### src/rtl/ntt_stage_sequencer_if.sv
// Butterfly descriptor / write-back channel between the NTT stage sequencer
// and the external butterfly + modulo pipeline. The sequencer is the master.
interface ntt_stage_sequencer_if #(
    parameter int LOG_N = 8
);
    logic             bf_valid;
    logic             bf_ready;
    logic [LOG_N-1:0] addr_a;
    logic [LOG_N-1:0] addr_b;
    logic [LOG_N-1:0] tw_idx;
    logic             wb_valid;

    modport master (
        output bf_valid, addr_a, addr_b, tw_idx,
        input  bf_ready, wb_valid
    );

    modport slave (
        input  bf_valid, addr_a, addr_b, tw_idx,
        output bf_ready, wb_valid
    );
endinterface

### src/rtl/ntt_stage_sequencer.sv
// NTT stage sequencer (radix-2 DIF, in place, modulus 65537).
// Walks LOG_N stages of N/2 butterflies, issuing one descriptor per handshake,
// and holds a barrier between stages until every issued butterfly has been
// written back. Optional cycle counter: define NTT_SEQ_PERF_EN to enable
// perf_cycles; otherwise it is tied to zero.
module ntt_stage_sequencer #(
    parameter int LOG_N = 8,
    parameter int CNT_W = LOG_N
) (
    input  logic                         clk,
    input  logic                         rst_n,
    input  logic                         start,
    input  logic                         inverse,
    ntt_stage_sequencer_if.master        bf,
    output logic [$clog2(LOG_N+1)-1:0]   stage,
    output logic                         busy,
    output logic                         done,
    output logic                         err,
    output logic [31:0]                  perf_cycles
);
    localparam int SW = $clog2(LOG_N + 1);
    localparam logic [LOG_N-1:0] K_LAST     = {1'b0, {(LOG_N-1){1'b1}}};
    localparam logic [SW-1:0]    LAST_STAGE = SW'(LOG_N - 32'd1);

    typedef enum logic [1:0] {IDLE = 2'd0, ISSUE = 2'd1, DRAIN = 2'd2, DONE = 2'd3} state_t;

    typedef struct packed {
        logic [LOG_N-1:0] a;
        logic [LOG_N-1:0] b;
        logic [LOG_N-1:0] tw;
    } desc_t;

    // Butterfly k of stage s: legs grp*2*half + j and +half, twiddle j << s
    // (negated modulo N for the inverse transform).
    function automatic desc_t desc_f(input logic [SW-1:0] s, input logic [LOG_N-1:0] k,
                                     input logic inv);
        desc_t            d;
        logic [SW-1:0]    sh;
        logic [LOG_N-1:0] half;
        logic [LOG_N-1:0] j;
        logic [LOG_N-1:0] grp;
        logic [LOG_N-1:0] jt;
        sh   = LAST_STAGE - s;
        half = LOG_N'(1'b1) << sh;
        j    = k & (half - LOG_N'(1'b1));
        grp  = k >> sh;
        d.a  = (grp << (sh + SW'(1'b1))) | j;
        d.b  = d.a + half;
        jt   = j << s;
        d.tw = inv ? (LOG_N'(1'b0) - jt) : jt;
        return d;
    endfunction

    state_t           state_r, state_n;
    logic [LOG_N-1:0] k_r, k_n;
    logic [SW-1:0]    stage_r, stage_n;
    desc_t            desc_r, desc_n;
    logic             inv_r, inv_n;
    logic             err_r, err_n;
    logic [CNT_W-1:0] inflight_r, inflight_n;
    logic             busy_r, done_r;
    logic             hs_s, start_acc_s, drain_done_s;

    assign hs_s        = bf.bf_valid & bf.bf_ready;
    assign start_acc_s = (state_r == IDLE) & start;
    // The last outstanding write-back releases the barrier in its own cycle.
    assign drain_done_s = (inflight_r == {CNT_W{1'b0}}) ||
                          ((inflight_r == CNT_W'(1'b1)) && bf.wb_valid && !err_r);

    // Next-state, descriptor, in-flight and error computation
    always_comb begin
        state_n    = state_r;
        k_n        = k_r;
        stage_n    = stage_r;
        desc_n     = desc_r;
        inv_n      = inv_r;
        err_n      = err_r;
        inflight_n = inflight_r;

        case ({hs_s, bf.wb_valid})
            2'b10: inflight_n = inflight_r + CNT_W'(1'b1);
            2'b01: begin
                if (!err_r && (inflight_r != {CNT_W{1'b0}})) begin
                    inflight_n = inflight_r - CNT_W'(1'b1);
                end else begin
                    inflight_n = inflight_r;
                end
            end
            default: inflight_n = inflight_r;
        endcase

        // A write-back with nothing outstanding is a protocol error.
        if (bf.wb_valid && !hs_s && (inflight_r == {CNT_W{1'b0}})) begin
            err_n = 1'b1;
        end else begin
            err_n = err_r;
        end

        case (state_r)
            IDLE: begin
                if (start) begin
                    state_n    = ISSUE;
                    k_n        = {LOG_N{1'b0}};
                    stage_n    = {SW{1'b0}};
                    inv_n      = inverse;
                    err_n      = 1'b0;
                    inflight_n = {CNT_W{1'b0}};
                    desc_n     = desc_f({SW{1'b0}}, {LOG_N{1'b0}}, inverse);
                end else begin
                    state_n = IDLE;
                end
            end
            ISSUE: begin
                if (hs_s) begin
                    if (k_r == K_LAST) begin
                        state_n = DRAIN;
                    end else begin
                        k_n    = k_r + LOG_N'(1'b1);
                        desc_n = desc_f(stage_r, k_r + LOG_N'(1'b1), inv_r);
                    end
                end else begin
                    state_n = ISSUE;
                end
            end
            DRAIN: begin
                if (drain_done_s) begin
                    if (stage_r == LAST_STAGE) begin
                        state_n = DONE;
                    end else begin
                        state_n = ISSUE;
                        stage_n = stage_r + SW'(1'b1);
                        k_n     = {LOG_N{1'b0}};
                        desc_n  = desc_f(stage_r + SW'(1'b1), {LOG_N{1'b0}}, inv_r);
                    end
                end else begin
                    state_n = DRAIN;
                end
            end
            DONE:    state_n = IDLE;
            default: state_n = IDLE;
        endcase
    end

    // State register, counters and registered outputs
    always_ff @(posedge clk or negedge rst_n) begin
        if (!rst_n) begin
            state_r     <= IDLE;
            k_r         <= {LOG_N{1'b0}};
            stage_r     <= {SW{1'b0}};
            desc_r      <= '{a: {LOG_N{1'b0}}, b: {LOG_N{1'b0}}, tw: {LOG_N{1'b0}}};
            inv_r       <= 1'b0;
            err_r       <= 1'b0;
            inflight_r  <= {CNT_W{1'b0}};
            bf.bf_valid <= 1'b0;
            busy_r      <= 1'b0;
            done_r      <= 1'b0;
        end else begin
            state_r     <= state_n;
            k_r         <= k_n;
            stage_r     <= stage_n;
            desc_r      <= desc_n;
            inv_r       <= inv_n;
            err_r       <= err_n;
            inflight_r  <= inflight_n;
            bf.bf_valid <= (state_n == ISSUE);
            busy_r      <= (state_n == ISSUE) || (state_n == DRAIN);
            done_r      <= (state_n == DONE);
        end
    end

    assign bf.addr_a = desc_r.a;
    assign bf.addr_b = desc_r.b;
    assign bf.tw_idx = desc_r.tw;
    assign stage     = stage_r;
    assign busy      = busy_r;
    assign done      = done_r;
    assign err       = err_r;

`ifdef NTT_SEQ_PERF_EN
    logic [31:0] perf_r;

    // Busy-cycle counter: cleared by an accepted start, frozen while idle
    always_ff @(posedge clk or negedge rst_n) begin
        if (!rst_n) begin
            perf_r <= 32'd0;
        end else if (start_acc_s) begin
            perf_r <= 32'd0;
        end else if (busy_r) begin
            perf_r <= perf_r + 32'd1;
        end else begin
            perf_r <= perf_r;
        end
    end

    assign perf_cycles = perf_r;
`else
    assign perf_cycles = 32'd0;
`endif
endmodule

### src/flat_wrapper.sv
// flat-port wrapper written by rule: the top's interface ports become plain ports
module ntt_stage_sequencer_flat 
#(
    parameter int LOG_N = 8,
    parameter int CNT_W = LOG_N
)
  (clk, rst_n, start, inverse, stage, busy, done, err, perf_cycles, bf_bf_valid, bf_addr_a, bf_addr_b, bf_tw_idx, bf_bf_ready, bf_wb_valid);
  ntt_stage_sequencer_if #(.LOG_N(LOG_N)) bf_i ();
  input  logic clk;
  input  logic rst_n;
  input  logic start;
  input  logic inverse;
  output logic [$clog2(LOG_N+1)-1:0] stage;
  output logic busy;
  output logic done;
  output logic err;
  output logic [31:0] perf_cycles;
  output wire logic [$bits(bf_i.bf_valid)-1:0] bf_bf_valid;
  output wire logic [$bits(bf_i.addr_a)-1:0] bf_addr_a;
  output wire logic [$bits(bf_i.addr_b)-1:0] bf_addr_b;
  output wire logic [$bits(bf_i.tw_idx)-1:0] bf_tw_idx;
  input wire logic [$bits(bf_i.bf_ready)-1:0] bf_bf_ready;
  input wire logic [$bits(bf_i.wb_valid)-1:0] bf_wb_valid;
  assign bf_bf_valid = bf_i.bf_valid;
  assign bf_addr_a = bf_i.addr_a;
  assign bf_addr_b = bf_i.addr_b;
  assign bf_tw_idx = bf_i.tw_idx;
  assign bf_i.bf_ready = bf_bf_ready;
  assign bf_i.wb_valid = bf_wb_valid;
  ntt_stage_sequencer #(.LOG_N(LOG_N), .CNT_W(CNT_W)) u_core (.clk(clk), .rst_n(rst_n), .start(start), .inverse(inverse), .bf(bf_i), .stage(stage), .busy(busy), .done(done), .err(err), .perf_cycles(perf_cycles));
endmodule
### config.mk
export PLATFORM = sky130hd
export DESIGN_NAME = ntt_stage_sequencer_flat
export DESIGN_NICKNAME = d
export VERILOG_FILES = /design/src/rtl/ntt_stage_sequencer_if.sv /design/src/rtl/ntt_stage_sequencer.sv /design/src/flat_wrapper.sv
export SDC_FILE = /design/constraint.sdc
export NUM_CORES = 1
export LEC_CHECK = 0
export ABC_AREA = 1
export BUFFER_PORTS_ARGS = -buffer_cell sky130_fd_sc_hd__buf_2
export CORE_MARGIN = 2
export CORE_UTILIZATION = 40
export CTS_BUF_LIST = sky130_fd_sc_hd__clkbuf_16
export CTS_CLUSTER_SIZE = 40
export DETAILED_ROUTE_END_ITERATION = 7
export SLEW_MARGIN = 20
export SYNTH_ARGS = -nofsm -noshare
export SYNTH_HDL_FRONTEND = slang
export SYNTH_SLANG_ARGS = --single-unit
### constraint.sdc
create_clock -name clk -period 3.4 [get_ports clk]
set_input_delay 0.34 -clock clk [delete_from_list [all_inputs] [get_ports clk]]
set_output_delay 0.34 -clock clk [all_outputs]
set_load 0.03 [all_outputs]
## Yosys cells after proc, flatten, opt, wreduce, memory -nomap -nowiden

Index checks and enable logic that the tools add are counted.

| word-level totals | value |
|---|---|
| register bits after elaboration | 51 |
| latch bits | 0 |
| RAM bits | 0 |
| memory bits (read-only) | 0 |
| input bits | 6 |
| output and inout port bits | 64 |
| logic and storage cells | 100 |
| memories | 0 |

| operators by class | value |
|---|---|
| add/sub/neg operators | 13 |
| $mul | 0 |
| divide/modulo/power cells | 0 |
| magnitude comparators | 0 |
| equal/unequal tests | 16 |
| shift operators | 8 |
| multiplexer cells | 31 |
| bitwise operators | 3 |
| reduce and logical (&&, ||, !) cells | 17 |

Operator list:

| operator | count |
|---|---|
| $mux W24 | 5 |
| $mux W8 | 10 |
| $pmux W24 S3 | 1 |
| $pmux W8 S3 | 1 |
| $shl A1 B4 Y8 const A | 3 |
| $shl A8 B4 Y8 | 3 |
| $add A8 B1 Y8 const B | 2 |
| $add A8 B8 Y8 | 2 |
| $pmux W8 S2 | 1 |
| $sub A1 B8 Y8 const A | 2 |
| $sub A8 B1 Y8 const B | 2 |
| $add A4 B1 Y4 const B | 3 |
| $mux W4 | 3 |
| $eq A2 B2 Y1 const B | 5 |
| $and A8 B8 Y8 | 1 |
| $eq A8 B1 Y1 const B | 1 |
| $eq A8 B7 Y1 const B | 1 |
| $logic_not A8 Y1 | 1 |
| $mux W2 | 4 |
| $or A8 B8 Y8 | 1 |
| $pmux W2 S4 | 1 |
| $pmux W4 S2 | 1 |
| $reduce_bool A8 Y1 | 1 |
| $shr A1 B4 Y8 const A | 1 |
| 17 further kinds | 32 |

## Depth between registers and ports, before layout

| logic depth | value |
|---|---|
| depth in word-level cells | 10 |
| depth in mapped cells | 30 |
| mapped depth without buffers | 29 |

## Worst setup path after synthesis

No wires, ideal clock.

| path | value |
|---|---|
| path kind | reg-to-reg |
| start point | register u_core.stage_r[0], in the netlist u_core.stage[0] |
| end point | register u_core.desc_r (netlist bit u_core.bf.addr_b[7]) |
| library setup time | 77 ps |
| arrival | 3683 ps |
| required time | 3323 ps |
| slack | -360 ps |
| cell stages (with the launch flop) | 30 |
| buffers on the path | 4 |
| clock period less this slack | 3760 ps |
| path through | dfrtp_1 -> buf_2 -> inv_2 -> buf_6 -> buf_2 -> buf_2 -> ha_1 -> inv_1 -> nor2_1 -> inv_1 -> ha_1 -> o21ai_2 -> nand2_1 -> nand2_1 -> o31ai_2 -> ha_1 -> a21oi_1 -> nand2_1 -> nand2_1 -> inv_1 -> nand2_1 -> nand2_1 -> nand2_1 -> nand2_1 -> a21oi_1 -> xor2_1 -> inv_1 -> nand2_1 -> nand3_1 -> a21oi_1 |

| on the way | value |
|---|---|
| longest elaborated chain between the ends | 9 |
| elaborated cells between the ends (all ways) | 24 |
| those cells by class | add/sub (8); eq/ne (2); shift (6); mux (5); bitwise (2); reduce/logical (1) |

RTL lines:

| element | line | text |
|---|---|---|
| start: declaration | ntt_stage_sequencer.sv:56 | `logic [SW-1:0] stage_r, stage_n;` |
| start signal: assignment | ntt_stage_sequencer.sv:149 | `stage_r <= {SW{1'b0}};` |
| start signal: assignment | ntt_stage_sequencer.sv:160 | `stage_r <= stage_n;` |
| branches (longest 9 deep; another with $add A8 B8 Y8) | n/a |  |
| end signal: assignment | ntt_stage_sequencer.sv:150 | `desc_r <= '{a: {LOG_N{1'b0}}, b: {LOG_N{1'b0}}, tw: {LOG_N{1'b0}}};` |
| end signal: assignment | ntt_stage_sequencer.sv:161 | `desc_r <= desc_n;` |
| end: declaration | ntt_stage_sequencer.sv:57 | `desc_t desc_r, desc_n;` |

Several ways; the timed one is not identified. The select of a mux whose other input is x is not followed.
A chain may end at the register's enable or synchronous reset.

## Worst setup path in the final report

| path | value |
|---|---|
| start point | register u_core.k_r[0] |
| end point | register u_core.desc_r (netlist bit u_core.bf.addr_b[7]) |

| on the way | value |
|---|---|
| longest elaborated chain between the ends | 8 |
| elaborated cells between the ends (all ways) | 12 |
| those cells by class | add/sub (2); eq/ne (2); shift (2); mux (3); bitwise (2); reduce/logical (1) |

RTL lines:

| element | line | text |
|---|---|---|
| start: declaration | ntt_stage_sequencer.sv:55 | `logic [LOG_N-1:0] k_r, k_n;` |
| start signal: assignment | ntt_stage_sequencer.sv:148 | `k_r <= {LOG_N{1'b0}};` |
| start signal: assignment | ntt_stage_sequencer.sv:159 | `k_r <= k_n;` |
| $add A8 B1 Y8 | ntt_stage_sequencer.sv:119 | `desc_n = desc_f(stage_r, k_r + LOG_N'(1'b1), inv_r);` |
| $shr A8 B4 Y8 | ntt_stage_sequencer.sv:46 | `grp = k >> sh;` |
| $shl A8 B4 Y8 | ntt_stage_sequencer.sv:47 | `d.a = (grp << (sh + SW'(1'b1))) \| j;` |
| $or A8 B8 Y8 | ntt_stage_sequencer.sv:47 |  |
| $add A8 B8 Y8 | ntt_stage_sequencer.sv:48 | `d.b = d.a + half;` |
| $mux W24 | ntt_stage_sequencer.sv:115 | `if (k_r == K_LAST) begin` |
| $mux W24 | ntt_stage_sequencer.sv:114 | `if (hs_s) begin` |
| $pmux W24 S3 | ntt_stage_sequencer.sv:99 | `case (state_r)` |

Several ways; a longest one is shown, not always the timed one. The select of a mux whose other input is x is not followed.

==> metrics <==
result of the run=finished, violations left; violations in the final reports=setup timing; most used flip-flop cell after synthesis=sky130_fd_sc_hd__dfrtp_1; Worst EP required=3.63 ns; largest net degree at the start of global routing=28; fraction of synthesis flops using an asynchronous set or reset pin=100%; most numerous cell in the Yosys netlist=sky130_fd_sc_hd__nand2_1; detail-routed via count per cell=5.20; initial antenna violation count=0; first-pass GRT wire length=21,100 um; Max rail drop VDD=414 uV; # hold bufs at CTS=0; Synth Warn #=0; startpoint of the worst register-to-register path=u_core.k_r[0]; area share of the leading cell type in the synthesized netlist=27.0%; number of enable flip-flop cells after synthesis=0; antenna violation net count after detailed routing=0; slowest stage cell on the critical path=sky130_fd_sc_hd__dfrtp_1; die height=113 um; Overall Power=3.14 mW; vias in the first global route=4,200; Detail Placement HPWL=10,200 um; number of DRC markers in iteration 0=262; die extent in x=113 um; Core ar.=11,500 sq um; number of nets in the final layout=755; power per cell area=579 nW/um^2; type of the setup path with the least slack=register to register; data arrival time of the critical path=3.64 ns; Syn Inst Count=660; unrepaired setup endpoints after global routing=yes; maximum number of buffers from clock root to sink=2; grt ovf=0; top post-synthesis cells by count=sky130_fd_sc_hd__nand2_1 (149), sky130_fd_sc_hd__inv_1 (74), sky130_fd_sc_hd__nand3_1 (67), sky130_fd_sc_hd__dfrtp_1 (51), sky130_fd_sc_hd__o21ai_0 (35); Routed WL=13,000 um; slack of the worst reg-to-reg path=-0.01 ns; Worst Clk Skew=0.00842 ns; post-synth design cell area=4720 sq um; Fmax achieved=0.293 GHz; clock tree root driver cell=sky130_fd_sc_hd__clkbuf_16; die footprint=12,700 sq um; number of inserted diodes=0; Worst slew margin=58.9%; later-pin clock latency in the skew report=0.30 ns; share of the clock period used by the worst path after layout=100%; Area contributors post-synth=sky130_fd_sc_hd__dfrtp_1 (27%), sky130_fd_sc_hd__nand2_1 (12%), sky130_fd_sc_hd__ha_1 (8.5%), sky130_fd_sc_hd__nand3_1 (7.1%), sky130_fd_sc_hd__inv_1 (5.9%); count of state elements after synthesis=51; H-Tree Level Count=2; Initial Util=41.1%; final estimated routing congestion in global placement=1.08; input/output buffers=37; clock tree from TritonCTS=done; final hold violation count=0; number of sinks driven by the clock tree=51; startpoint type of the worst setup path=register; CTS buffer count=5; Largest delay share family, worst path=simple AND/OR/NAND/NOR gates; sequential fraction of the synthesis area=27.0%; Period minus WS final=3.41 ns; Lkg Pwr=2.78 nW; total routing resource utilization after global routing=20.8%; vias post-DR=4,463; Mean Syn Cell Area=7.15 sq um; Max Slew Vio Count=0; CP startpoint=u_core.k_r[0]; number of max-cap violations=0; cell mode on critical path=sky130_fd_sc_hd__nand2_1; Worst-Margin Slew=0.617 ns; peak per-stage delay on the critical path=0.37 ns; drt drc=0; largest area contributor in the synthesized netlist=sky130_fd_sc_hd__dfrtp_1; endpoint class of the critical path=register; fraction of the core area covered by cells at the end of the flow=47.3%; final number of setup-violating endpoints=1; share of layout cells above drive strength 1=24.6%; Clk pin slew, worst setup/hold paths=0.07 ns; iteration count of the initial detailed-routing pass=4; worst-case setup margin in the final layout=-0.00968 ns; worst hold path type=input pin to asynchronous set/reset pin; pre-CTS worst setup slack=-0.0377 ns; DR WL/cell=15.1 um; layout-stage area growth over the synthesis result=14.9%; critical-path maximum fanout=4; post-synthesis cell type count=53; number of core rows=39; Buffers & Inverters on Critical Path=3; number of top-level pins=70
==> power breakdown <==
group          leakage, nW  total, mW  internal [mW]  switching (mW)
clock               0.0759      0.587          0.344           0.243
combinational         2.03       1.66          0.525            1.13
sequential           0.677      0.895          0.757           0.138
==> state kept, by name (all words and copies together) (netlist names) <==
signal              flops
u_core.bf.addr_a        8
u_core.bf.addr_b        8
u_core.bf.tw_idx        8
u_core.inflight_r       8
u_core.k_r              8
u_core.stage            4
u_core.state_r          2
u_core.bf.bf_valid      1
u_core.busy             1
u_core.done             1
u_core.err              1
u_core.inv_r            1
==> timing repair <==
item / CTS / global route
buffers inserted: 0 / 4
gates resized for setup: 2 / 35
endpoints found under the setup margin: 1 / 2
pin swaps: 0 / 20
==> path summary, 6_finish.rpt <==
path / end / cells past startpoint
min in group clk: u_core.inv_r / 3
max reg2reg: u_core.bf.addr_b[7] / 27
min reg2reg: u_core.bf.tw_idx[5] / 2
min: u_core.inflight_r[0] / 1
max in group asynchronous: u_core.bf.tw_idx[3] / 2
max: u_core.bf.addr_b[7] / 27
==> through the flow <==
| stage | std cells | instance area, sq um | setup TNS, ns | hold slack [ns] |
|---|---|---|---|---|
| 2_1_floorplan | 691 | 4880 | 0 | 0.0444 |
| 3_3_place_gp | 848 | 5090 | 0 | 0.388 |
| 3_5_place_dp | 848 | 5090 | -0.0377 | 0.395 |
| 4_1_cts | 855 | 5260 | 0 | 0.0608 |
| 5_1_grt | 859 | 5420 | -0.371 | 0.0820 |
| 6_report | 859 | 5420 | -0.00968 | 0.0428 |
==> kinds of logic after synthesis <==
group / count (synthesis) / synth area share, %
AOI/OAI and AO/OA: 121 / 16.2
xor gates and xnor gates: 8 / 1.48
adders and majority gates: 33 / 8.91
buffers and inverters: 138 / 14.8
DFF: 51 / 27.0
other: 1 / 0.0795
and+or+nand+nor: 308 / 31.5
==> metal layers <==
metal | vias up | global-route usage (%) | routed length [um]
met5 | - | 0 | 0
met4 | 0 | 8.29 | 460
li1 | 2243 | - | -
met1 | 2038 | 26.6 | 5680
met3 | 34 | 4.05 | 696
met2 | 148 | 34.7 | 6140
==> final cells by class <==
cell class                      instances  area (sq um)
Timing Repair Buffer                   69           442
Inverter                               87           335
Clock buffer                            5           125
Tap cell                              143           179
Sequential cell                        51          1280
Clock inverter                          2          37.5
Multi-Input combinational cell        502          3030
Fill cell                            1149          6040
==> cells in the final DEF (no fill, tap or decap), types with 18 or more instances in the layout <==
| cell type | synthesis | layout |
|---|---|---|
| sky130_fd_sc_hd__a21oi_1 | 23 | 18 |
| sky130_fd_sc_hd__buf_2 | 11 | 37 |
| sky130_fd_sc_hd__buf_4 | 33 | 30 |
| sky130_fd_sc_hd__conb_1 | 1 | 32 |
| sky130_fd_sc_hd__dfrtp_1 | 51 | 49 |
| sky130_fd_sc_hd__ha_1 | 32 | 29 |
| sky130_fd_sc_hd__inv_1 | 74 | 71 |
| sky130_fd_sc_hd__nand2_1 | 149 | 137 |
| sky130_fd_sc_hd__nand2_2 | 7 | 18 |
| sky130_fd_sc_hd__nand3_1 | 67 | 59 |
| sky130_fd_sc_hd__nor2_1 | 33 | 32 |
| sky130_fd_sc_hd__o21ai_0 | 35 | 34 |
Power figures use the tool's default switching activity.
